[config.mk]
export PLATFORM = sky130hd
export DESIGN_NAME = load_store_unit
export DESIGN_NICKNAME = d
export VERILOG_FILES = /design/src/rtl/lsu_pkg.sv /design/src/rtl/lsu_lane_align.sv /design/src/rtl/load_store_unit.sv
export SDC_FILE = /design/constraint.sdc
export NUM_CORES = 1
export LEC_CHECK = 0
export ABC_AREA = 1
export CAP_MARGIN = 20
export CORE_MARGIN = 3
export CORE_UTILIZATION = 30
export DETAILED_ROUTE_END_ITERATION = 6
export GPL_ROUTABILITY_DRIVEN = 0
export PLACE_DENSITY = 0.61
export RECOVER_POWER = 25
export SLEW_MARGIN = 15
export SYNTH_ARGS = -nofsm -noshare
export SYNTH_HDL_FRONTEND = slang
export SYNTH_SLANG_ARGS = --single-unit
[constraint.sdc]
create_clock -name clk -period 2.4 [get_ports clk]
set_input_delay 0.36 -clock clk [delete_from_list [all_inputs] [get_ports clk]]
set_output_delay 0.36 -clock clk [all_outputs]
set_load 0.02 [all_outputs]
[src/rtl/lsu_pkg.sv]
// Shared types and constants for the load/store unit and its lane aligner.
package lsu_pkg;
    localparam int unsigned LSU_ADDR_W = 7;
    localparam int unsigned LSU_DATA_W = 32;

    typedef enum logic [1:0] {
        SZ_BYTE = 2'b00,
        SZ_HALF = 2'b01,
        SZ_WORD = 2'b10
    } size_e;

    typedef enum logic [1:0] {
        IDLE = 2'b00,
        RD   = 2'b01,
        WR   = 2'b10,
        RESP = 2'b11
    } state_e;
endpackage

[src/rtl/lsu_lane_align.sv]
// Little-endian lane logic: sub-word store merge and load extract/extend.
module lsu_lane_align
    import lsu_pkg::*;
(
    input  logic [LSU_DATA_W-1:0] word,
    input  logic [LSU_DATA_W-1:0] wdata,
    input  logic [1:0]            size,
    input  logic [1:0]            offset,
    input  logic                  sign_ext,
    output logic [LSU_DATA_W-1:0] merged_c,
    output logic [LSU_DATA_W-1:0] extracted_c
);
    logic [4:0]  byte_lsb;
    logic [4:0]  half_lsb;
    logic [7:0]  byte_v;
    logic [15:0] half_v;

    assign byte_lsb = {offset, 3'b000};
    assign half_lsb = {offset[1], 4'b0000};
    assign byte_v   = word[byte_lsb +: 8];
    assign half_v   = word[half_lsb +: 16];

    // Replace the addressed lane of the read word with the store data.
    always_comb begin
        merged_c = word;
        case (size)
            SZ_BYTE: merged_c[byte_lsb +: 8]  = wdata[7:0];
            SZ_HALF: merged_c[half_lsb +: 16] = wdata[15:0];
            SZ_WORD: merged_c = wdata;
            default: merged_c = word;
        endcase
    end

    always_comb begin
        extracted_c = '0;
        case (size)
            SZ_BYTE: extracted_c = {{24{sign_ext & byte_v[7]}}, byte_v};
            SZ_HALF: extracted_c = {{16{sign_ext & half_v[15]}}, half_v};
            SZ_WORD: extracted_c = word;
            default: extracted_c = '0;
        endcase
    end
endmodule

[src/rtl/load_store_unit.sv]
// Load/store controller for a single-port word memory with combinational read.
module load_store_unit
    import lsu_pkg::*;
#(
    parameter int unsigned ADDR_W = LSU_ADDR_W,
    parameter int unsigned DATA_W = LSU_DATA_W
)
(
    input  logic              clk,
    input  logic              reset,
    input  logic              req_valid,
    output logic              req_ready,
    input  logic              req_we,
    input  logic [1:0]        req_size,
    input  logic              req_signed,
    input  logic [ADDR_W+1:0] req_addr,
    input  logic [DATA_W-1:0] req_wdata,
    output logic              resp_valid,
    output logic [DATA_W-1:0] resp_rdata,
    output logic              resp_error,
    output logic [ADDR_W-1:0] mem_address,
    output logic [DATA_W-1:0] mem_write_data,
    output logic              mem_we,
    input  logic [DATA_W-1:0] mem_read_data
);
    state_e            state, state_n;
    logic              we_q, signed_q;
    logic [1:0]        size_q, offset_q;
    logic [DATA_W-1:0] wdata_q;
    logic              mem_we_q;

    logic              latch;
    logic              illegal_c;
    logic              resp_valid_n, resp_error_n, mem_we_n;
    logic [DATA_W-1:0] resp_rdata_n, mem_write_data_n;
    logic [ADDR_W-1:0] mem_address_n;
    logic [DATA_W-1:0] merged_c, extracted_c;

    lsu_lane_align u_align (
        .word        (mem_read_data),
        .wdata       (wdata_q),
        .size        (size_q),
        .offset      (offset_q),
        .sign_ext    (signed_q),
        .merged_c    (merged_c),
        .extracted_c (extracted_c)
    );

    assign illegal_c = (req_size == 2'b11)
                    || ((req_size == SZ_HALF) && req_addr[0])
                    || ((req_size == SZ_WORD) && (req_addr[1:0] != 2'b00));

    assign req_ready = (state == IDLE) && !reset;
    // A write already launched must not reach memory once reset is raised.
    assign mem_we    = mem_we_q && !reset;

    always_comb begin
        state_n          = state;
        latch            = 1'b0;
        resp_valid_n     = 1'b0;
        resp_error_n     = 1'b0;
        resp_rdata_n     = '0;
        mem_we_n         = 1'b0;
        mem_address_n    = mem_address;
        mem_write_data_n = mem_write_data;
        case (state)
            IDLE: begin
                if (req_valid) begin
                    latch         = 1'b1;
                    mem_address_n = req_addr[ADDR_W+1:2];
                    if (illegal_c) begin
                        state_n      = RESP;
                        resp_valid_n = 1'b1;
                        resp_error_n = 1'b1;
                    end else if (req_we && (req_size == SZ_WORD)) begin
                        state_n          = WR;
                        mem_we_n         = 1'b1;
                        mem_write_data_n = req_wdata;
                    end else begin
                        state_n = RD;
                    end
                end
            end
            RD: begin
                if (we_q) begin
                    state_n          = WR;
                    mem_we_n         = 1'b1;
                    mem_write_data_n = merged_c;
                end else begin
                    state_n      = RESP;
                    resp_valid_n = 1'b1;
                    resp_rdata_n = extracted_c;
                end
            end
            WR: begin
                state_n      = RESP;
                resp_valid_n = 1'b1;
            end
            RESP:    state_n = IDLE;
            default: state_n = IDLE;
        endcase
    end

    always_ff @(posedge clk) begin
        if (reset) begin
            state          <= IDLE;
            we_q           <= 1'b0;
            signed_q       <= 1'b0;
            size_q         <= 2'b00;
            offset_q       <= 2'b00;
            wdata_q        <= '0;
            mem_we_q       <= 1'b0;
            mem_address    <= '0;
            mem_write_data <= '0;
            resp_valid     <= 1'b0;
            resp_error     <= 1'b0;
            resp_rdata     <= '0;
        end else begin
            state          <= state_n;
            mem_we_q       <= mem_we_n;
            mem_address    <= mem_address_n;
            mem_write_data <= mem_write_data_n;
            resp_valid     <= resp_valid_n;
            resp_error     <= resp_error_n;
            resp_rdata     <= resp_rdata_n;
            if (latch) begin
                we_q     <= req_we;
                signed_q <= req_signed;
                size_q   <= req_size;
                offset_q <= req_addr[1:0];
                wdata_q  <= req_wdata;
            end
        end
    end
endmodule

==> reports/metrics.csv, run 1 <==
stage,metric,value,unit
sta,Fin. Hold Viols,0,
cts,CTS Buffer Depth,2,
floorplan,Initial Utilization,30.9,%
sta,Rel. slew slack,57.1,%
drt,drc violations,0,
sta,RSZ-0062 raised after global routing,false,
sta,period utilisation layout,86.4,%
layout,share of post-route cells with drive strength above 1,6.98,%
critical_path,Setup CP Type,flop to flop,
logic_synthesis,post-synthesis register bit count,114,
drt,Post-DRT Antenna Nets,0,
power_and_ir_drop,Logic pwr share,40.9,%
layout,nets@finish,1236,
sta,slew of the pin with the lowest slew margin,0.643,ns
logic_synthesis,Ys Warns,0,
critical_path,Worst Path Arrival,2.37,ns
global_route,GRT Overall Usage,19.5,%
global_route,total grt overflow,0,
floorplan,die span in x,151,µm
run_status,status,completed,
drt,First-pass DRT Iterations,5,
power_and_ir_drop,Pint,5.60,mW
critical_path,Required @ worst endpoint,2.70,ns
critical_path,Critical Path Sink Type,flop,
worst_hold_path,worst min path class,flop to flop,
global_route,largest net degree at the start of global routing,63,
global_route,first-pass GRT wire length,34.6,mm
logic_synthesis,Mapped Area,6340,µm²
sta,clk_skew,0.00927,ns
power_and_ir_drop,VDD IR max,0.620,mV
critical_path,CP Cell Sequence,"inv_1, ha_1, inv_1, nor2_2, nor3_4, nand2_4, a21oi_1, a21oi_1",
cts,htree depth,4,
logic_synthesis,Yosys top cell area share,36.0,%
global_route,initial antenna violation count,0,
layout,Antenna diodes,0,
critical_path,CP max stage delay,0.39,ns
drt,Routed wire per std cell,15.5,µm
layout,Area growth syn-to-layout,38.4,%
floorplan,area of the die,22900,µm²
critical_path,crit path launch type,flop,
power_and_ir_drop,leakage power,3.90,nW
floorplan,core area,20500,µm²
logic_synthesis,Mean Syn Cell Area,6.30,µm²
place,buffers added on ports,154,
drt,Vias per Instance,4.77,
floorplan,row count,52,
cts,Inserted Clock Buffers,17,
global_route,vias in the first global route,6420,
floorplan,Die Y,151,µm
sta,Peak Freq,482,MHz
sta,Max Slew Vio Count,0,
layout,FF/Latch Area,2280,µm²
drt,Routed WL,22.2,mm
cts,clk sinks,114,
critical_path,CP max stage cell,nand2_4,
drt,routed vias,6826,
logic_synthesis,Syn Inst Count,1005,
critical_path,Worst Setup SP,state[0],
place,Area after DPL,8120,µm²
layout,Layout Cells excl Fill,1430,
cts,"Clk Latency, worst-skew pair",0.42,ns
power_and_ir_drop,Reg power frac,28.0,%
floorplan,io pins,155,
critical_path,Worst R2R Setup Slack,0.33,ns
cts,Hold Buf Count CTS,0,
cts,Root Buffer,clkbuf_16,
critical_path,Reg-to-Reg Start,state[0],
power_and_ir_drop,sw power,3.61,mW
power_and_ir_drop,sw frac,39.2,%
layout,area of the multi-input gates,3330,µm²
power_and_ir_drop,Clock power frac,31.1,%
place,HPWL Detailed,16.4,mm
layout,"Non-Filler Cell Area, Final",8770,µm²
sta,min Tclk post-route,2.07,ns
logic_synthesis,Yosys cell types,34,
logic_synthesis,syn_nets,1094,
flow_run,max cap viols,0,
logic_synthesis,Yosys top cell by area,dfxtp_1,
cts,clk slew on worst S/H paths,0.06,ns
place,DP Cell Count,1398,
worst_hold_path,Hold Startpoint,mem_write_data[6],
drt,DRT iter0 DRCs,561,
sta,final setup fails,0,
sta,setup TNS,0,ns
cts,CTS tree,yes,
power_and_ir_drop,Tot Pwr,9.21,mW
layout,Filler Cell Count,2199,
critical_path,crit-path max FO,62,
logic_synthesis,post-synthesis sequential area ratio,36.0,%
logic_synthesis,ranking of synthesized cells by area,"dfxtp_1, nand2_1, a21oi_1",
power_and_ir_drop,Power Density,1050,nW/µm²
==> path summary, 6_finish.rpt <==
kind / to / cells past startpoint
worst max register to register: mem_write_data[16] / 8
worst max-delay path: mem_write_data[16] / 8
worst min-delay path: mem_write_data[6] / 2
worst min register to register: mem_write_data[6] / 2
==> kinds of logic (layout without fill, tap and decap cells) <==
group	count (synthesis)	in the layout	synth area share (%)
AOI/OAI and AO/OA	270	270	22.4
adders and majority gates	9	9	1.78
buffers and inverters	168	323	11.3
DFF	114	114	36.0
and+or+nand+nor	444	444	28.5
==> power by group through the flow <==
stage	clock network, mW	registers (mW)	logic [mW]
floorplan	0	2.86	2.18
global placement	0	2.61	3.73
detailed placement	0	2.61	3.77
CTS	2.92	2.58	3.79
global route	3.01	2.63	4.22
finish	2.86	2.58	3.77
==> layout by cell type, fill, tap and decap left out, types with 3 or more instances in the layout <==
| cell type | count |
|---|---|
| a21oi_1 | 124 |
| clkinvlp_4 | 4 |
| nand2_1 | 249 |
| bufinv_16 | 5 |
| o22ai_1 | 8 |
| dfxtp_1 | 114 |
| clkdlybuf4s50_1 | 128 |
| nor2_1 | 133 |
| nand3_1 | 41 |
| dlygate4sd3_1 | 25 |
| o21ai_0 | 116 |
| a22oi_1 | 8 |
| ha_1 | 9 |
| nand2_2 | 4 |
| buf_4 | 22 |
| nor2_2 | 9 |
| clkbuf_16 | 17 |
| nor2_4 | 3 |
| inv_2 | 3 |
| inv_1 | 106 |
==> state kept, by name (all words and copies together), names as in the netlist <==
| register | cells |
|---|---|
| mem_address | 7 |
| mem_we_q | 1 |
| mem_write_data | 32 |
| offset_q | 2 |
| resp_error | 1 |
| resp_rdata | 32 |
| resp_valid | 1 |
| signed_q | 1 |
| size_q | 2 |
| state | 2 |
| wdata_q | 32 |
| we_q | 1 |
==> cell type report <==
type	instances	area share (%)
inverters	112	4.81
repair buffers	179	19.8
flip-flops and latches	114	26.0
clock inverters	12	2.31
clock buffers	20	5.21
well taps	270	3.85
multi-input cells	723	38.0
==> per-stage QoR <==
stage	util [%]	setup slack [ns]	hold WS, ns
after floorplan	-	0.516	0.445
after global placement	39.6	0.270	0.451
after detailed placement	39.6	0.143	0.464
after CTS	42.9	0.0344	0.472
after global routing	42.8	0.107	0.490
final	42.8	0.327	0.467
==> repair_timing <==
item                       4_1_cts  5_1_grt
setup endpoints to repair        0        1
gates resized for setup          0        1
buffers inserted                 0        0
==> per-layer routing <==
layer  up-vias  part of all wire, %  global-route usage (%)
li1       3512                    -                       -
met1      3048                   49                    28.4
met2       243                   41                    28.2
met3        23                  8.1                    5.03
met4         0                  1.4                    6.03
met5         -                    0                       0
==> critical path, delay by kind of cell (launching register included) <==
family | cells | cell delay (ns)
DFF | 1 | 0.38
buffers and inverters | 2 | 0.25
and+or+nand+nor | 3 | 0.69
AOI/OAI and AO/OA | 2 | 0.35
adders and majority gates | 1 | 0.27
==> cell usage after synthesis (all sizes together) <==
cell type,number
a211oi,1
a21boi,1
a21oi,124
a22oi,8
a31oi,2
buf,29
clkbuf,27
clkinv,3
dfxtp,114
ha,9
inv,109
nand2,254
nand3,41
nand4,2
nor2,145
nor3,1
o211ai,2
o21a,2
o21ai,120
o22ai,8
o31ai,2
or2,1
No activity file was read; power rests on OpenSTA's default activity.
==> run 2, diff against run 1 <==
--- a/config.mk
+++ b/config.mk
@@ -6,7 +6,6 @@
 export NUM_CORES = 1
 export LEC_CHECK = 0
 export ABC_AREA = 1
-export CAP_MARGIN = 20
 export CORE_MARGIN = 3
 export CORE_UTILIZATION = 30
 export DETAILED_ROUTE_END_ITERATION = 6
==> constraint.sdc (replaced) <==
create_clock -name clk -period 2.4 [get_ports clk]
set_input_delay 0.36 -clock clk [delete_from_list [all_inputs] [get_ports clk]]
set_output_delay 0.36 -clock clk [all_outputs]
set_load 0.05 [all_outputs]
==> reports/metrics.csv, run 2 (same netlist as run 1, synthesis figures left out) <==
stage,metric,value,unit
power_and_ir_drop,Pint,5.44,mW
worst_hold_path,Worst Hold End,mem_write_data[6],
critical_path,Worst Path Arrival,1.72,ns
sta,setup TNS,0,ns
drt,Routed wire per std cell,15.5,µm
worst_hold_path,worst hold path cell count,2,
sta,Rel. slew slack,55.6,%
critical_path,Worst R2R Setup Slack,0.38,ns
floorplan,die span in x,151,µm
critical_path,crit path launch type,input port,
cts,setup bufs post-CTS,0,
layout,Area growth syn-to-layout,37.8,%
power_and_ir_drop,VDD IR max,0.612,mV
cts,CTS tree,yes,
run_status,status,completed,
sta,slew of the pin with the lowest slew margin,0.666,ns
sta,clk_skew,0.00955,ns
cts,"Clk Latency, worst-skew pair",0.42,ns
critical_path,crit-path max FO,15,
drt,DRT iter0 DRCs,587,
sta,Fin. Hold Viols,0,
floorplan,Initial Utilization,30.9,%
power_and_ir_drop,Power Density,1100,nW/µm²
sta,min Tclk post-route,2.08,ns
critical_path,reg2reg end,wdata_q[5],
layout,most frequent cells in the layout,"nand2_1, clkdlybuf4s50_1, nor2_1",
cts,post-CTS sizing,0,
critical_path,R2R cell count,7,
flow_run,max cap viols,0,
global_route,vias in the first global route,6227,
layout,Top Registers,"mem_write_data x32, resp_rdata x32, wdata_q x32",
power_and_ir_drop,Tot Pwr,9.59,mW
global_route,largest net degree at the start of global routing,44,
drt,Post-DRT Antenna Nets,0,
power_and_ir_drop,Clock power frac,27.3,%
critical_path,Setup CP Type,input port to output port,
floorplan,core area,20500,µm²
cts,Root Buffer,clkbuf_16,
worst_hold_path,Hold Startpoint,mem_write_data[6],
floorplan,area of the die,22900,µm²
drt,routed vias,6851,
floorplan,Die Y,151,µm
place,buffers added on ports,154,
layout,Layout Cells excl Fill,1429,
floorplan,row count,52,
sta,period utilisation layout,86.8,%
cts,Hold Buf Count CTS,0,
global_route,initial antenna violation count,0,
power_and_ir_drop,leakage power,3.78,nW
power_and_ir_drop,sw frac,43.2,%
global_route,total grt overflow,0,
critical_path,Required @ worst endpoint,2.04,ns
cts,CTS Buffer Depth,2,
power_and_ir_drop,sw power,4.14,mW
layout,nets@finish,1236,
cts,Inserted Clock Buffers,17,
global_route,GRT Overall Usage,19.3,%
critical_path,Critical Path Sink Type,output port,
sta,final setup fails,0,
drt,First-pass DRT Iterations,5,
place,DP Cell Count,1398,
drt,Routed WL,22.1,mm
sta,RSZ-0062 raised after global routing,false,
worst_hold_path,worst min path class,flop to flop,
floorplan,io pins,155,
cts,clk slew on worst S/H paths,0.05,ns
global_route,first-pass GRT wire length,34.3,mm
drt,drc violations,0,
critical_path,Reg-to-Reg Start,state[0],
cts,htree depth,4,
layout,"commonest non-fill, non-tap cell in the layout",nand2_1,
layout,Antenna diodes,0,
sta,Max Slew Vio Count,0,
cts,clk sinks,114,
power_and_ir_drop,Logic pwr share,45.8,%
layout,share of post-route cells with drive strength above 1,6.73,%
power_and_ir_drop,Reg power frac,26.9,%
sta,Peak Freq,480,MHz
drt,Vias per Instance,4.79,
place,HPWL Detailed,16.6,mm
[run 2: cell types whose count changed in the layout (fill, tap and decap cells not counted), sizes merged]
cell	change
buf	+1
bufinv	-2
clkbuf	+4
clkdlybuf4s50	+24
clkinv	+1
clkinvlp	-2
dlygate4sd3	-25
dlymetal6s2s	-1
inv	-1
[run 2: critical path: stages]
cell,delay [ns]
clkdlybuf4s50_1,0.47
clkbuf_1,0.52
nor2_1,0.18
buf_12,0.19
[run 2: stage by stage]
step / setup WS (ns) / hold WS [ns] / instance area [µm²] / utilization [%]
2_1_floorplan: 0.516 / 0.445 / 6340 / -
3_3_place_gp: 0.393 / 0.453 / 8140 / 39.7
3_5_place_dp: 0.317 / 0.460 / 8140 / 39.7
4_1_cts: 0.410 / 0.476 / 8750 / 42.7
5_1_grt: 0.148 / 0.494 / 8730 / 42.6
6_report: 0.317 / 0.473 / 8730 / 42.6
[run 2: worst max-delay path by stage]
stage | from | end | slack (ns) | cells after the start
2_1_floorplan | offset_q[1] | mem_write_data[10] | 0.52 | 11
3_3_place_gp | req_size[1] | mem_write_data[21] | 0.39 | 9
3_5_place_dp | req_size[1] | mem_write_data[22] | 0.32 | 9
4_1_cts | mem_write_data[8] | mem_write_data[8] | 0.41 | 1
5_1_grt | state[0] | wdata_q[0] | 0.15 | 7
6_report | reset | req_ready | 0.32 | 4
[run 2: cell type report]
| class | count | area (µm²) |
|---|---|---|
| clock buffers | 23 | 478 |
| flip-flops and latches | 114 | 2280 |
| repair buffers | 179 | 1750 |
| clock inverters | 8 | 128 |
| well taps | 270 | 338 |
| inverters | 112 | 422 |
| multi-input cells | 723 | 3330 |
| fillers | 2200 | 11800 |
[run 2: power by group through the flow]
stage / Combinational, mW / Sequential, mW / Clock, mW
2_1_floorplan: 2.20 / 3.45 / 0
3_3_place_gp: 4.35 / 2.61 / 0
3_5_place_dp: 4.38 / 2.61 / 0
4_1_cts: 4.39 / 2.58 / 2.66
5_1_grt: 4.86 / 2.63 / 2.74
6_report: 4.39 / 2.58 / 2.61
[run 2: routing by layer]
metal	vias up	share of wire [%]	GRT usage, %
met5	-	0	0
met4	0	1.4	5.35
met3	24	9.2	5.63
met2	267	42	27.9
met1	3052	48	27.9
li1	3508	-	-
